$ cat config.mk
export PLATFORM = sky130hd
export DESIGN_NAME = mmio_uart_tx
export DESIGN_NICKNAME = d
export VERILOG_FILES = /design/src/rtl/mmio_pkg.sv /design/src/rtl/sync_fifo.sv /design/src/rtl/mmio_uart_tx.sv
export SDC_FILE = /design/constraint.sdc
export NUM_CORES = 1
export LEC_CHECK = 0
export ABC_AREA = 1
export CORE_ASPECT_RATIO = 1.1
export CORE_UTILIZATION = 30
export DETAILED_ROUTE_END_ITERATION = 16
export HOLD_SLACK_MARGIN = 0.05
export MAX_ROUTING_LAYER = met4
export PLACE_DENSITY_LB_ADDON = 0.05
export SLEW_MARGIN = 25
export SYNTH_ARGS = -nofsm -noshare
export SYNTH_HDL_FRONTEND = slang
export SYNTH_SLANG_ARGS = --single-unit
$ cat constraint.sdc
create_clock -name clk -period 4.55 [get_ports clk]
set_input_delay 1.365 -clock clk [delete_from_list [all_inputs] [get_ports clk]]
set_output_delay 1.365 -clock clk [all_outputs]
set_load 0.02 [all_outputs]
$ cat src/rtl/mmio_pkg.sv
// mmio_pkg: shared constants for the memory-mapped UART transmitter.
// Contents:
//   - the default register window base address
//   - register offsets, selected by address[3:2]
//   - bit positions of the STATUS and CTRL fields
//   - the serialiser state type
package mmio_pkg;

    localparam logic [31:0] DEFAULT_BASE_ADDR = 32'h4000_0000;

    // Register offsets (word index within the 16-byte window)
    localparam logic [1:0] OFF_TXDATA = 2'd0;
    localparam logic [1:0] OFF_STATUS = 2'd1;
    localparam logic [1:0] OFF_CTRL   = 2'd2;
    localparam logic [1:0] OFF_RSVD   = 2'd3;

    // STATUS bit positions
    localparam int ST_BUSY    = 0;
    localparam int ST_FULL    = 1;
    localparam int ST_EMPTY   = 2;
    localparam int ST_OVF     = 3;
    localparam int ST_CNT_LSB = 8;
    localparam int ST_CNT_MSB = 15;

    // CTRL bit positions
    localparam int CT_IRQ_EN   = 0;
    localparam int CT_IRQ_PEND = 1;
    localparam int CT_OVF_CLR  = 2;

    typedef enum logic [1:0] {
        UART_IDLE  = 2'd0,
        UART_START = 2'd1,
        UART_DATA  = 2'd2,
        UART_STOP  = 2'd3
    } uart_state_t;

endpackage

$ cat src/rtl/sync_fifo.sv
// sync_fifo: single-clock FIFO with a synchronous, active-high reset.
// Ports:
//   clk, reset   - clock; synchronous active-high reset that empties the FIFO
//   push, din    - write request and data; a push while full is ignored
//   pop, dout    - read request; dout always shows the head entry
//   full, empty  - occupancy flags
//   count        - number of stored entries, one bit wider than the pointers
// DEPTH must be a power of two so the pointers wrap on their own.
module sync_fifo #(
    parameter int WIDTH = 8,
    parameter int DEPTH = 4
) (
    input  logic                     clk,
    input  logic                     reset,
    input  logic                     push,
    input  logic                     pop,
    input  logic [WIDTH-1:0]         din,
    output logic [WIDTH-1:0]         dout,
    output logic                     full,
    output logic                     empty,
    output logic [$clog2(DEPTH):0]   count
);

    localparam int AW = $clog2(DEPTH);

    logic [WIDTH-1:0] mem_q [DEPTH];
    logic [AW-1:0]    wr_ptr_q, rd_ptr_q;
    logic [AW:0]      count_q;
    logic             do_push, do_pop;

    assign full    = (count_q == (AW+1)'(DEPTH));
    assign empty   = (count_q == '0);
    assign count   = count_q;
    assign dout    = mem_q[rd_ptr_q];
    assign do_push = push & ~full;
    assign do_pop  = pop & ~empty;

    always_ff @(posedge clk) begin
        if (reset) begin
            wr_ptr_q <= '0;
            rd_ptr_q <= '0;
            count_q  <= '0;
        end else begin
            if (do_push) wr_ptr_q <= wr_ptr_q + AW'(1);
            if (do_pop)  rd_ptr_q <= rd_ptr_q + AW'(1);
            case ({do_push, do_pop})
                2'b10:   count_q <= count_q + (AW+1)'(1);
                2'b01:   count_q <= count_q - (AW+1)'(1);
                default: count_q <= count_q;
            endcase
        end
    end

    // Storage needs no reset: entries are only visible through the pointers.
    always_ff @(posedge clk) begin
        if (do_push) mem_q[wr_ptr_q] <= din;
    end

endmodule

$ cat src/rtl/mmio_uart_tx.sv
// mmio_uart_tx: memory-mapped 8N1 UART transmitter with a TX FIFO and a drain interrupt.
// Ports:
//   clk, reset          - system clock; synchronous active-high reset
//   MemRead, MemWrite   - bus strobes from the EX/MEM stage
//   address, write_data - byte address and store data
//   read_data           - combinational load data (0 unless MemRead & hit)
//   hit                 - address falls inside the 16-byte register window
//   tx                  - serial line, idle high
//   IRQ                 - registered irq_pending & irq_en
// Register map (address[3:2]):
//   0 TXDATA - write pushes a byte
//   1 STATUS - busy, full, empty, overflow, count
//   2 CTRL   - irq_en, irq_pending (write-1-clear), overflow clear
//   3 reserved
module mmio_uart_tx
    import mmio_pkg::*;
#(
    parameter logic [31:0] BASE_ADDR  = DEFAULT_BASE_ADDR,
    parameter int          BAUD_DIV   = 5208,
    parameter int          FIFO_DEPTH = 4
) (
    input  logic        clk,
    input  logic        reset,
    input  logic        MemRead,
    input  logic        MemWrite,
    input  logic [31:0] address,
    input  logic [31:0] write_data,
    output logic [31:0] read_data,
    output logic        hit,
    output logic        tx,
    output logic        IRQ
);

    localparam int BW = (BAUD_DIV > 1) ? $clog2(BAUD_DIV) : 1;
    localparam int CW = $clog2(FIFO_DEPTH) + 1;
    localparam logic [BW-1:0] BAUD_LAST = BW'(BAUD_DIV - 1);

    uart_state_t   state_q, state_d;
    logic [BW-1:0] baud_q, baud_d;
    logic [2:0]    bit_q, bit_d;
    logic [7:0]    shreg_q, shreg_d;
    logic          tx_q, tx_d;
    logic          irq_en_q, irq_en_d;
    logic          irq_pend_q, irq_pend_d;
    logic          ovf_q, ovf_d;
    logic          irq_q;

    logic          fifo_pop, fifo_full, fifo_empty;
    logic [7:0]    fifo_dout;
    logic [CW-1:0] fifo_count;

    logic [1:0]    sel;
    logic          wr_en, txdata_wr, ctrl_wr;
    logic          baud_tick, frame_done;
    logic [31:0]   status_word, ctrl_word;

    // Bits of the bus that carry no meaning for this block.
    logic          unused_bits;
    assign unused_bits = ^{address[1:0], write_data[31:8]};

    // ---------------- Bus decode ----------------
    assign hit       = (address[31:4] == BASE_ADDR[31:4]);
    assign sel       = address[3:2];
    assign wr_en     = MemWrite & hit;
    assign txdata_wr = wr_en & (sel == OFF_TXDATA);
    assign ctrl_wr   = wr_en & (sel == OFF_CTRL);

    // ---------------- TX FIFO ----------------
    sync_fifo #(
        .WIDTH (8),
        .DEPTH (FIFO_DEPTH)
    ) u_fifo (
        .clk   (clk),
        .reset (reset),
        .push  (txdata_wr),
        .pop   (fifo_pop),
        .din   (write_data[7:0]),
        .dout  (fifo_dout),
        .full  (fifo_full),
        .empty (fifo_empty),
        .count (fifo_count)
    );

    // ---------------- Serialiser ----------------
    assign baud_tick = (baud_q == BAUD_LAST);

    always_comb begin
        state_d    = state_q;
        baud_d     = baud_q;
        bit_d      = bit_q;
        shreg_d    = shreg_q;
        tx_d       = tx_q;
        fifo_pop   = 1'b0;
        frame_done = 1'b0;
        case (state_q)
            UART_IDLE: begin
                // Pop and drive the start bit on the same edge.
                if (!fifo_empty) begin
                    fifo_pop = 1'b1;
                    shreg_d  = fifo_dout;
                    tx_d     = 1'b0;
                    baud_d   = '0;
                    state_d  = UART_START;
                end
            end
            UART_START: begin
                if (baud_tick) begin
                    baud_d  = '0;
                    bit_d   = 3'd0;
                    tx_d    = shreg_q[0];
                    shreg_d = shreg_q >> 1;
                    state_d = UART_DATA;
                end else begin
                    baud_d = baud_q + BW'(1);
                end
            end
            UART_DATA: begin
                if (baud_tick) begin
                    baud_d = '0;
                    if (bit_q == 3'd7) begin
                        tx_d    = 1'b1;
                        state_d = UART_STOP;
                    end else begin
                        bit_d   = bit_q + 3'd1;
                        tx_d    = shreg_q[0];
                        shreg_d = shreg_q >> 1;
                    end
                end else begin
                    baud_d = baud_q + BW'(1);
                end
            end
            UART_STOP: begin
                if (baud_tick) begin
                    baud_d = '0;
                    // Back-to-back frames: next start bit follows the stop bit directly.
                    if (!fifo_empty) begin
                        fifo_pop = 1'b1;
                        shreg_d  = fifo_dout;
                        tx_d     = 1'b0;
                        state_d  = UART_START;
                    end else begin
                        state_d    = UART_IDLE;
                        frame_done = 1'b1;
                    end
                end else begin
                    baud_d = baud_q + BW'(1);
                end
            end
            default: state_d = UART_IDLE;
        endcase
    end

    // ---------------- Control / status ----------------
    always_comb begin
        irq_en_d   = ctrl_wr ? write_data[CT_IRQ_EN] : irq_en_q;
        // Set beats a coincident write-1-clear.
        irq_pend_d = frame_done | (irq_pend_q & ~(ctrl_wr & write_data[CT_IRQ_PEND]));
        // A push into a full FIFO is dropped even if a pop happens on the same edge.
        ovf_d      = (txdata_wr & fifo_full) | (ovf_q & ~(ctrl_wr & write_data[CT_OVF_CLR]));
    end

    always_ff @(posedge clk) begin
        if (reset) begin
            state_q    <= UART_IDLE;
            baud_q     <= '0;
            bit_q      <= '0;
            shreg_q    <= '0;
            tx_q       <= 1'b1;
            irq_en_q   <= 1'b0;
            irq_pend_q <= 1'b0;
            ovf_q      <= 1'b0;
            irq_q      <= 1'b0;
        end else begin
            state_q    <= state_d;
            baud_q     <= baud_d;
            bit_q      <= bit_d;
            shreg_q    <= shreg_d;
            tx_q       <= tx_d;
            irq_en_q   <= irq_en_d;
            irq_pend_q <= irq_pend_d;
            ovf_q      <= ovf_d;
            irq_q      <= irq_pend_q & irq_en_q;
        end
    end

    assign tx  = tx_q;
    assign IRQ = irq_q;

    // ---------------- Read path ----------------
    always_comb begin
        status_word                         = '0;
        status_word[ST_BUSY]                = (state_q != UART_IDLE);
        status_word[ST_FULL]                = fifo_full;
        status_word[ST_EMPTY]               = fifo_empty;
        status_word[ST_OVF]                 = ovf_q;
        status_word[ST_CNT_MSB:ST_CNT_LSB]  = 8'(fifo_count);

        ctrl_word                           = '0;
        ctrl_word[CT_IRQ_EN]                = irq_en_q;
        ctrl_word[CT_IRQ_PEND]              = irq_pend_q;
    end

    always_comb begin
        read_data = '0;
        if (MemRead && hit) begin
            case (sel)
                OFF_STATUS: read_data = status_word;
                OFF_CTRL:   read_data = ctrl_word;
                default:    read_data = '0;
            endcase
        end
    end

endmodule
==> flow_summary.json, run 1 <==
{
  "met1_length_um": 4090,
  "die-width_um": 110,
  "yosysWarnings": 0,
  "maxSlewHeadroom": 0.442,
  "p_clk_frac": 0.315,
  "startpoint_type": "input pin",
  "post_drt_wl_per_cell_um": 12.1,
  "worstMarginPinSlew_ps": 835,
  "criticalPathCategory": "in2out",
  "post_cts_buffers": 0,
  "cts_tree": "built",
  "cts_resized": 8,
  "cp-endpoint": "hit",
  "rows": 43,
  "power_density_nw_per_um2": 423,
  "portBuffers": 51,
  "vias": 3160,
  "ant_nets": 0,
  "reg2regPathDepth": 14,
  "synth_compound_area_frac": 0.101,
  "drv_cap": 0,
  "synth_top_family_by_area": "simple AND/OR/NAND/NOR gates",
  "synth_mux_area_frac": 0,
  "p_sw_frac": 0.354,
  "status": "finished clean",
  "clkLatencyLatePin_ps": 330,
  "r2r-start": "state_q[0]",
  "netlist_instances": 495,
  "clockBufferDepth": 2,
  "yosysSeqAreaShare": 0.457,
  "synth-seq-cells": 72,
  "place.gp.congestion": 0.784,
  "slew_violations": 0,
  "finClkSkew_ps": 5.84,
  "start_util": 0.306,
  "grt_pass1_wl_um": 14500,
  "hold_viol_final": 0,
  "startpoint": "address[27]",
  "die_height_um": 121,
  "rrSetupSlack_ps": 1620,
  "cts_num_sinks": 72,
  "r2r_end": "u_fifo.count[2]",
  "power_w": 0.00201,
  "met3_length_um": 334,
  "ir_worst_vdd_mv": 0.194,
  "place_area_um2": 4500,
  "core_area_um2": 12600,
  "nets": 644,
  "syn_area_per_cell_um2": 7.79,
  "rsz0062_at_grt": "no",
  "power.internal_w": 0.00130,
  "min_path_type": "reg2reg",
  "route.top_layer_used": "met4",
  "min_period_ps": 4380,
  "pwr-share-seq": 0.380,
  "max_freq_mhz": 229,
  "syn-cell-area_um2": 3850,
  "syn2layout_area_growth_pct": 23.5,
  "p_sw_w": 0.000712,
  "viasPerCell": 4.38,
  "final_area_um2": 4760,
  "grt_pass1_vias": 3035,
  "antenna_found_initial": 0,
  "synthDistinctLibCells": 33,
  "cts.clk_slew.worst_paths_ps": 50,
  "die_area_um2": 13300,
  "diodes": 0,
  "dr.first_iter.drc_count": 108,
  "cts_max_level": 3,
  "cts_root_buf": "clkbuf_16",
  "crit_arrival_ps": 3010,
  "cp_max_fo": 2,
  "cts_made_buffers": 9,
  "ctsHoldBuffers": 0,
  "totalWireLength_um": 8690,
  "post-route-period-util": 0.962,
  "yosys.area_share.simple": 0.268,
  "grt_max_degree": 25,
  "drcViolationCount": 0,
  "worstPathRequired_ps": 3180,
  "critPathCaptureType": "output pin",
  "wl_met2_um": 4140,
  "synth_xor_area_frac": 0.00455,
  "setup_viol": 0,
  "hpwl_um": 6260,
  "grt_overflow_total": 0,
  "synthAdderAreaFrac": 0.0571,
  "firstDrtPassIters": 4,
  "leakage_nw": 1.93,
  "combPwrFrac": 0.305,
  "io_pins": 103,
  "grtUsageTotal": 0.149,
  "drive_gt1_frac": 0.0709
}
[cells in the mapped netlist (all sizes together)]
cell type / n / area, µm²
buf: 29 / 214
clkbuf: 4 / 18.8
a21oi: 28 / 140
ha: 16 / 200
o21ai: 37 / 185
nor2: 102 / 400
dfxtp: 40 / 801
nand4: 9 / 62.6
conb: 1 / 3.75
o21a: 1 / 7.51
or2: 3 / 21.3
edfxtp: 32 / 961
inv: 52 / 195
nand2: 102 / 395
nor3b: 1 / 7.51
nand3b: 1 / 7.51
o22ai: 8 / 50.1
fa: 1 / 20.0
nand3: 20 / 113
xnor2: 1 / 8.76
xor2: 1 / 8.76
nor3: 5 / 25.0
a22oi: 1 / 7.51
[routing by layer]
layer	up-vias	GRT usage
met1	1410	0.182
met2	53	0.238
met3	11	0.0387
met4	0	0.0500
met5	-	-
li1	1686	-
[final cells by class]
class                           count  area [µm²]
Clock buffer                       10         229
Clock inverter                      6        37.5
Fill cell                        1327        7830
Inverter                           52         195
Multi-Input combinational cell    362        1760
Sequential cell                    72        1760
Tap cell                          157         196
Timing Repair Buffer               62         579
[cell families (layout without fill, tap and decap cells)]
family,Yosys count,count (layout)
compound gates,75,75
simple gates,243,243
xor+xnor,2,2
flops,72,72
fa+ha+maj,17,17
buf+inv,85,130
other cells,1,25
[power by group through the flow]
stage / registers, W / clock network, W / logic, W
4_1_cts: 0.000766 / 0.000654 / 0.000626
2_1_floorplan: 0.000771 / 0 / 0.000495
3_5_place_dp: 0.000780 / 0 / 0.000623
3_3_place_gp: 0.000780 / 0 / 0.000622
5_1_grt: 0.000775 / 0.000680 / 0.000722
6_report: 0.000765 / 0.000634 / 0.000615
[worst max-delay path, stage by stage]
cell	delay (ps)
clkdlybuf4s50_1	420
nor2_1	110
nand2_1	60
nor2_1	100
nand2_1	90
buf_4	150
nor2_4	90
clkdlybuf4s50_1	620
[registers in the layout, indices dropped and copies added (netlist names), named ones only]
name / count
IRQ: 1
baud_q: 13
bit_q: 3
irq_en_q: 1
irq_pend_q: 1
ovf_q: 1
shreg_q: 8
state_q: 2
tx: 1
u_fifo.count: 3
u_fifo.mem_q: 32
u_fifo.rd_ptr_q: 2
u_fifo.wr_ptr_q: 2
[how the worst min path moves through the flow]
stage          slack, ps       start    endpoint  cells after the start
6_report             460  shreg_q[7]  shreg_q[7]                      2
5_1_grt              490       ovf_q       ovf_q                      2
4_1_cts              470  shreg_q[7]  shreg_q[7]                      2
3_5_place_dp         460  shreg_q[7]  shreg_q[7]                      2
3_3_place_gp         460  shreg_q[7]  shreg_q[7]                      2
2_1_floorplan        430    irq_en_q         IRQ                      2
[layout by cell type (no fill, tap or decap), drive strengths merged, types with 2 or more instances in the layout]
cell type	instances
clkinv	3
inv	52
clkdlybuf4s50	44
nor3	5
clkbuf	12
buf	11
o21ai	37
edfxtp	32
clkinvlp	3
nand4	9
nand3	20
a21oi	28
dlygate4sd2	3
dfxtp	40
conb	25
nor2	102
ha	16
o22ai	8
nand2	102
clkdlybuf4s15	2
or2	3
[through the flow]
step           cells  hold slack (ps)  utilization  TNS (ps)  setup WS (ps)
2_1_floorplan    519              430            -         0            816
3_3_place_gp     705              456        0.357     -1370           -207
3_5_place_dp     705              457        0.357     -1420           -233
4_1_cts          721              466        0.378         0            141
5_1_grt          721              490        0.378         0           5.85
6_report         721              464        0.378         0            175
Power figures use the tool's default switching activity.
==> inputs of run 2 (changes only) <==
--- a/config.mk
+++ b/config.mk
@@ -6,8 +6,8 @@
 export NUM_CORES = 1
 export LEC_CHECK = 0
 export ABC_AREA = 1
-export CORE_ASPECT_RATIO = 1.1
-export CORE_UTILIZATION = 30
+export CORE_ASPECT_RATIO = 1.4
+export CORE_UTILIZATION = 53
 export DETAILED_ROUTE_END_ITERATION = 16
 export HOLD_SLACK_MARGIN = 0.05
 export MAX_ROUTING_LAYER = met4
==> flow_summary.json, run 2 (synthesis results as in run 1) <==
{
  "status": "finished clean",
  "portBuffers": 51,
  "grt_max_degree": 25,
  "startpoint_type": "input pin",
  "final_cell_mix": "nor2_1 (99), nand2_1 (99), inv_1 (52)",
  "min_path_type": "reg2reg",
  "grt_pass1_wl_um": 13200,
  "dr.first_iter.drc_count": 133,
  "holdWs_ps": 471,
  "setup_viol": 0,
  "ir_worst_vdd_mv": 0.295,
  "maxSlewHeadroom": 0.478,
  "post-route-period-util": 0.963,
  "vias": 3197,
  "cts_tree": "built",
  "drive_gt1_frac": 0.0642,
  "cts_root_buf": "clkbuf_8",
  "diodes": 0,
  "reg2regPathDepth": 14,
  "cts_made_buffers": 9,
  "rsz0062_at_grt": "no",
  "post_drt_wl_per_cell_um": 12.4,
  "p_sw_frac": 0.330,
  "p_sw_w": 0.000674,
  "cts_num_sinks": 72,
  "pwr-share-seq": 0.374,
  "seq_area_um2": 1760,
  "criticalPathCategory": "in2out",
  "min_period_ps": 4380,
  "power_density_nw_per_um2": 439,
  "combPwrFrac": 0.300,
  "cts_max_level": 3,
  "cp_max_fo": 5,
  "crit_arrival_ps": 3020,
  "min_path_cells": 2,
  "reg.largest.list": "u_fifo.mem_q x32, baud_q x13, shreg_q x8",
  "die-width_um": 74.1,
  "clkLatencyLatePin_ps": 350,
  "rows": 36,
  "timing.final.ws_setup_ps": 169,
  "largest_reg_flops": 32,
  "drv_cap": 0,
  "multi_input_area_um2": 1750,
  "leakage_nw": 1.92,
  "totalWireLength_um": 8170,
  "hpwl_um": 6120,
  "nets": 641,
  "dpl_worst_slack_ps": -155,
  "fillCellCount": 603,
  "cts.clk_slew.worst_paths_ps": 70,
  "clockBufferDepth": 2,
  "ant_nets": 0,
  "max_freq_mhz": 228,
  "slew_violations": 0,
  "grtUsageTotal": 0.242,
  "grt_overflow_total": 0,
  "drcViolationCount": 0,
  "viasPerCell": 4.87,
  "critPathCaptureType": "output pin",
  "die_height_um": 103,
  "grt_pass1_vias": 3085,
  "worstPathRequired_ps": 3180,
  "top_register": "u_fifo.mem_q",
  "hold_viol_final": 0,
  "post_cts_buffers": 0,
  "worstMarginPinSlew_ps": 782,
  "die_area_um2": 7620,
  "antenna_found_initial": 0,
  "p_clk_frac": 0.326,
  "io_pins": 103,
  "place.gp.congestion": 0.763,
  "start_util": 0.552,
  "core_area_um2": 6980,
  "syn2layout_area_growth_pct": 20.8,
  "power.internal_w": 0.00137,
  "finClkSkew_ps": 8.39,
  "firstDrtPassIters": 4
}
run 2: changes by cell type in the layout (fill, tap and decap cells not counted):
| cell | change |
|---|---|
| buf_4 | -3 |
| bufinv_16 | +4 |
| clkbuf_16 | -9 |
| clkbuf_8 | +10 |
| clkinv_2 | -3 |
| clkinvlp_4 | -2 |
| nor3b_1 | +1 |
| nor3b_2 | -1 |
run 2: path summary, 6_finish.rpt:
check / startpoint / endpoint / slack, ps
worst max-delay path: address[19] / read_data[10] / 170
worst min-delay path: shreg_q[7] / shreg_q[7] / 470
worst max register to register: state_q[0] / u_fifo.count[2] / 1630
worst min register to register: shreg_q[7] / shreg_q[7] / 470
run 2: worst max-delay path: stages:
cell             delay [ps]
clkdlybuf4s50_1         410
nor2_1                  100
nand2_1                  60
nor2_1                  100
nand2_1                  90
nor3b_1                 250
nand2_1                 170
nor2_1                  110
dlygate4sd2_1           350
run 2: routing by layer:
layer,GRT usage,routed length [µm],up-vias
met5,-,0,-
met4,0.126,181,0
met3,0.0459,299,12
met2,0.446,4550,62
met1,0.233,3130,1443
li1,-,-,1680
run 2: what timing repair did:
action	CTS	global route
resized for setup	7	6
hold buffers	0	0
setup endpoints to repair	7	4
pin swaps	0	0
run 2: power groups by stage:
stage | combinational (W) | sequential (W) | clock (W)
3_3_place_gp | 0.000594 | 0.000776 | 0
3_5_place_dp | 0.000613 | 0.000778 | 0
5_1_grt | 0.000711 | 0.000771 | 0.000698
2_1_floorplan | 0.000495 | 0.000771 | 0
6_report | 0.000612 | 0.000764 | 0.000666
4_1_cts | 0.000617 | 0.000765 | 0.000674
run 2: per-stage QoR:
stage           util  setup TNS, ps  instance area (µm²)  cells  power, W
2_1_floorplan      -              0                 3940    519   0.00127
3_3_place_gp   0.630           -787                 4400    640   0.00137
3_5_place_dp   0.630           -850                 4400    640   0.00139
4_1_cts        0.668              0                 4660    656   0.00206
5_1_grt        0.667              0                 4660    656   0.00218
6_report       0.667              0                 4660    656   0.00204
run 2: cell type report:
cell class              count  share of cell area
inverters                  52              0.0419
flip-flops and latches     72               0.378
repair buffers             59               0.120
multi-input cells         362               0.377
well taps                  95              0.0255
clock inverters             5              0.0274
clock buffers              11              0.0304
==> edit 1: new RTL, settings of run 1 <==
The output `IRQ` loses its register stage (`irq_q` becomes a continuous assignment).
--- a/src/rtl/mmio_uart_tx.sv
+++ b/src/rtl/mmio_uart_tx.sv
@@ -171,3 +171,2 @@
             ovf_q      <= 1'b0;
-            irq_q      <= 1'b0;
         end else begin
@@ -181,5 +180,6 @@
             ovf_q      <= ovf_d;
-            irq_q      <= irq_pend_q & irq_en_q;
         end
     end
+
+    assign irq_q = irq_pend_q & irq_en_q;
 
Behaviour: no difference found for any inputs over 10 cycles, from zero or initial values and one cycle with reset high; that may be too few to reach the edited logic, so the function may still have changed.
==> edit 1 against run 1 <==
- die area decreased by 2.7%
- critical path depth shrank 1
- register-to-register slack improved by 0.30 ns
- setup slack improved by 0.016 ns
- routed wire length fell by 6.1%
- total power up 12%
- largest cell class unchanged
- synthesized cell count shrank 6.3%
- highest routed layer unchanged
- synthesized area down 2.7%
- cell area fell by 2.6%
- sequential power is 2% higher
- sequential cell count down 1
==> edit 1: results (changes against run 1) <==
Setup path
  – R2r setup slk: 1.92 ns (+0.30 ns)
  – CP arrival: 2.99 ns (-0.02 ns)
  – Worst R2R Path Depth: 12 (-2)
  – Delay-heaviest family, CP: buffers and inverters

GRT
  – GRT Total Usage: 14.19% (-0.72 points)
  – First-pass GRT wire length: 13680 um (-5.5%)
  – Largest net degree at the start of global routing: 22 (-12%)
  – Vias in the first global route: 2898 (-4.5%)

Synth
  – Synth Warn #: 0 (unchanged)
  – Top post-synthesis cells by area: edfxtp_1 26%, dfxtp_1 21%, nand2_1 9.0%, nor2_1 7.4%, ha_1 5.3%
  – Most frequent cells after synthesis: 90 x nand2_1, 74 x nor2_1, 49 x inv_1, 39 x dfxtp_1, 36 x o21ai_0
  – Average size of a mapped cell: 8.079 sq um (+3.8%)
  – Register area share after synthesis: 46.46% (+0.75 points)
  – Fraction of registers with async set/reset: 0% (unchanged)
  – EDFF count, synth: 32 (unchanged)
  – Synth cell types: 37 (+12%)

Routing
  – First-pass DRT Iterations: 4 (unchanged)
  – Post-Route WL: 8163 um (-6.1%)
  – DR vias: 3013 (-4.7%)
  – DRT iter0 DRCs: 103 (-4.6%)

Place
  – Post-place setup slack: -0.1874 ns (+0.04539 ns)
  – RePlAce Congestion: 0.7598 (-3.0%)
  – Detailed placement HPWL: 5822 um (-7.0%)
  – Post-DP Area: 0.004348 sq mm (-3.4%)
  – Dpl cells: 664 (-5.8%)

Finish
  – Layout Nets: 606 (-5.9%)
  – Non-filler instance count after layout: 680 (-5.7%)
  – FILL cells: 1265 (-4.7%)
  – Final Util: 38.35% (+0.56 points)
  – Share of cells above drive strength 1: 8.175% (+1.1 points)

Clock tree
  – CTS Buf Count: 9 (unchanged)
  – H-tree depth: 3 (unchanged)
  – Setup Buffers After CTS: 0 (unchanged)
  – Clk slew on worst S/H paths: 0.06 ns

Timing
  – Hold_ws: 0.4464 ns (-0.01730 ns)
  – Worst Clk Skew: 0.004909 ns (-0.0009350 ns)
  – Relative slew slack: 53.74% (+9.5 points)

Power and ir drop
  – Leak: 1.829 nW (-5.3%)
  – Worst vdd rail ir drop: 246.3 uV (+27%)

Min path
  – Path type of the worst min-delay path: reg2reg

Outcome
  – Run status: finished, final reports clean
-- edit 1: changes by cell type after synthesis, sizes merged, moves of 2 or more --
cell	before	now
inv	52	50
a21oi	28	31
nor2	102	75
nand2	102	95
clkbuf	4	6
o21ai	37	39
-- edit 1: layout make-up --
class | instances | share of cell area, %
Multi-Input combinational cell | 331 | 35.98
Clock inverter | 7 | 1.727
Timing Repair Buffer | 58 | 11.66
Tap cell | 154 | 4.157
Inverter | 50 | 4.049
Sequential cell | 71 | 37.57
Clock buffer | 9 | 4.858
-- edit 1: how the worst max path moves through the flow --
stage,cells after the start,slack (ns),endpoint,from
floorplan,6,0.75,read_data[10],address[29]
global placement,9,-0.20,read_data[3],address[9]
detailed placement,9,-0.19,read_data[3],address[11]
CTS,9,0.08,read_data[2],address[9]
global route,9,0.03,read_data[8],address[9]
finish,7,0.19,hit,address[29]
-- edit 1: logic make-up (layout without fill, tap and decap cells) --
group / count (synthesis) / after routing / synth area share, %
AOI/OAI and AO/OA: 81 / 81 / 11.32
xor gates and xnor gates: 2 / 2 / 0.4674
adders and majority gates: 17 / 17 / 5.874
buffers and inverters: 86 / 124 / 11.58
DFF: 71 / 71 / 46.46
other: 1 / 25 / 0.1000
and+or+nand+nor: 206 / 206 / 24.20
-- edit 1: layer usage --
layer,wire length (um),vias to the layer above,global-route usage (%)
met5,0,-,-
met4,115,0,4.814
met3,252,8,3.284
li1,-,1582,-
met2,3953,49,22.94
met1,3840,1374,17.24
-- edit 1: worst min-delay path, stage by stage (launching register included) --
cell,delay (ns)
dfxtp_1,0.30
inv_1,0.05
a21oi_1,0.05
-- edit 1: report_power, final --
part           total, mW  switching, mW  internal (mW)
sequential         0.784         0.0486          0.735
combinational      0.760          0.515          0.245
clock              0.721          0.291          0.430
total               2.27          0.854           1.41
-- edit 1: repair_timing --
action / in CTS / in global routing
hold buffers: 0 / 0
gates cloned: 0 / 0
setup endpoints to repair: 7 / 7
resized for setup: 7 / 10
==> edit 2: new RTL, settings of run 1 <==
Without the edit above. Set the parameter `BAUD_DIV` to 2604 (it was 5208).
--- a/src/rtl/mmio_uart_tx.sv
+++ b/src/rtl/mmio_uart_tx.sv
@@ -18,3 +18,3 @@
     parameter logic [31:0] BASE_ADDR  = DEFAULT_BASE_ADDR,
-    parameter int          BAUD_DIV   = 5208,
+    parameter int          BAUD_DIV   = 2604,
     parameter int          FIFO_DEPTH = 4
Check against the original RTL: no difference found for any inputs over 10 cycles, from zero or initial values and one cycle with reset high; that may be too few to reach the edited logic, so the function may still have changed.
==> edit 2 against run 1 <==
- sequential cell count shrank 1
- routed wire length decreased by 6.8%
- setup slack better by 0.038 ns
- cell area fell by 3.6%
- synthesized area decreased by 4.4%
- register-to-register slack improved by 0.34 ns
- utilization grew 0.49 points
- total power shrank 1.6%
- critical path type unchanged
==> edit 2: results (changes against run 1) <==
Synth
  – EDFF count, synth: 32 (unchanged)
  – Top post-synthesis cells by area: edfxtp_1 26%, dfxtp_1 21%, nand2_1 9.4%, nor2_1 8.7%, o21ai_0 5.7%
  – Ys flop type: dfxtp_1
  – Synth cell types: 34 (+3.0%)
  – Most frequent cells after synthesis: 92 x nand2_1, 85 x nor2_1, 45 x inv_1, 42 x o21ai_0, 39 x dfxtp_1
  – Average size of a mapped cell: 8.060 sq um (+3.5%)
  – Register area share after synthesis: 47.28% (+1.6 points)
  – Fraction of registers with async set/reset: 0% (unchanged)
  – Synth Warn #: 0 (unchanged)

Clock tree
  – Skew-Pair Late Insertion Delay: 0.33 ns (about the same)
  – Setup Buffers After CTS: 0 (unchanged)
  – Clk slew on worst S/H paths: 0.05 ns (about the same)
  – Clock root buffer: clkbuf_16
  – H-tree depth: 3 (unchanged)
  – Max Root-Sink Buffers: 2 (unchanged)
  – PostCTS Resize Cnt: 5 (-3)
  – CTS Buf Count: 9 (unchanged)

Timing
  – Worst Clk Skew: 0.006625 ns (+0.0007808 ns)
  – Worst-margin pin slew: 0.6760 ns (-0.1595 ns)
  – Max Slew Vio Count: 0 (unchanged)

Routing
  – DRT iter0 DRCs: 171 (+58%)
  – First-pass DRT Iterations: 4 (unchanged)
  – Post-Route WL: 8101 um (-6.8%)
  – DR vias: 2922 (-7.5%)

Finish
  – Layout Nets: 598 (-7.1%)
  – Largest registers: u_fifo.mem_q x32, baud_q x12, shreg_q x8
  – Non-filler instance count after layout: 672 (-6.8%)
  – Ant. Diodes: 0 (unchanged)
  – Share of cells above drive strength 1: 5.405% (-1.7 points)

Setup path
  – CP arrival: 2.97 ns (-0.04 ns)
  – Max FO, Critical Path: 5 (+3)

Power and ir drop
  – Worst vdd rail ir drop: 189.4 uV (-2.2%)
  – Leak: 1.876 nW (-2.9%)

GRT
  – Antenna violations before repair: 0 (unchanged)
  – Vias in the first global route: 2798 (-7.8%)
  – Largest net degree at the start of global routing: 21 (-16%)
  – First-pass GRT wire length: 13380 um (-7.5%)
  – GRT Total Usage: 14.19% (-0.72 points)

Place
  – RePlAce Congestion: 0.7307 (-6.8%)
  – Dpl cells: 656 (-7.0%)
  – Post-DP Area: 0.004272 sq mm (-5.1%)
  – Detailed placement HPWL: 5756 um (-8.1%)

Outcome
  – Run status: finished, final reports clean

Min path
  – Path type of the worst min-delay path: reg2reg
## edit 2: changes by cell type in the layout (fill, tap and decap cells not counted), sizes merged, moves of 5 or more
| cell | run 1 | this run |
|---|---|---|
| nand3 | 20 | 14 |
| o22ai | 8 | 0 |
| o21ai | 37 | 44 |
| inv | 52 | 46 |
| nor3 | 5 | 0 |
| nand2 | 102 | 94 |
| nor2 | 102 | 87 |
| buf | 11 | 6 |
## edit 2: cell type report
cell class / instances / area [sq um]
tap: 154 / 192.7
timing repair buffer: 57 / 556.8
inverter: 46 / 172.7
fill: 1274 / 7395
sequential: 71 / 1742
clock buffer: 10 / 229.0
multi-input combinational: 328 / 1609
clock inverter: 6 / 85.08
## edit 2: cells by family (layout without fill, tap and decap cells)
group           Yosys count  after routing  synth area share [%]
compound gates           78             78                 11.14
simple gates            206            206                 23.54
xor+xnor                  2              2                0.4756
buf+inv                  82            119                 11.48
flops                    71             71                 47.28
other cells               1             25                0.1018
fa+ha+maj                17             17                 5.978
## edit 2: report_power, final
| group | switching [mW] | leakage [nW] | internal (mW) |
|---|---|---|---|
| Combinational | 0.330 | 1.12 | 0.165 |
| Sequential | 0.0333 | 0.604 | 0.709 |
| Clock | 0.266 | 0.148 | 0.478 |
## edit 2: metrics by stage
step | worst slack (ns) | hold slack [ns] | TNS (ns) | total power [mW]
floorplan | 0.6587 | 0.4231 | 0 | 1.147
global placement | -0.06099 | 0.4466 | -0.2652 | 1.253
detailed placement | -0.08448 | 0.4468 | -0.3688 | 1.257
CTS | 0.01030 | 0.4628 | 0 | 2.011
global route | 0.009485 | 0.4758 | 0 | 2.116
finish | 0.2128 | 0.4554 | 0 | 1.982
## edit 2: routing by layer
layer  up-vias  share of wire [%]  GRT usage, %
met2        54                 46         22.40
met5         -                  0             -
li1       1549                  -             -
met3        11                3.1         3.365
met4         0                1.7         5.394
met1      1308                 49         17.49
## edit 2: worst max-delay path, stage by stage
cell             delay, ns
clkdlybuf4s50_1       0.39
or2_0                 0.21
nor2_1                0.08
nand2_1               0.09
nor2_4                0.13
nand3_1               0.19
nor2_1                0.16
dlygate4sd2_1         0.35
## edit 2: worst paths after layout
| path | depth (start not counted) | end | slack (ns) | start |
|---|---|---|---|---|
| worst min register to register | 2 | tx | 0.46 | tx |
| worst max-delay path | 8 | read_data[9] | 0.21 | address[29] |
| worst min-delay path | 2 | tx | 0.46 | tx |
| worst max register to register | 12 | u_fifo.count[2] | 1.96 | state_q[0] |
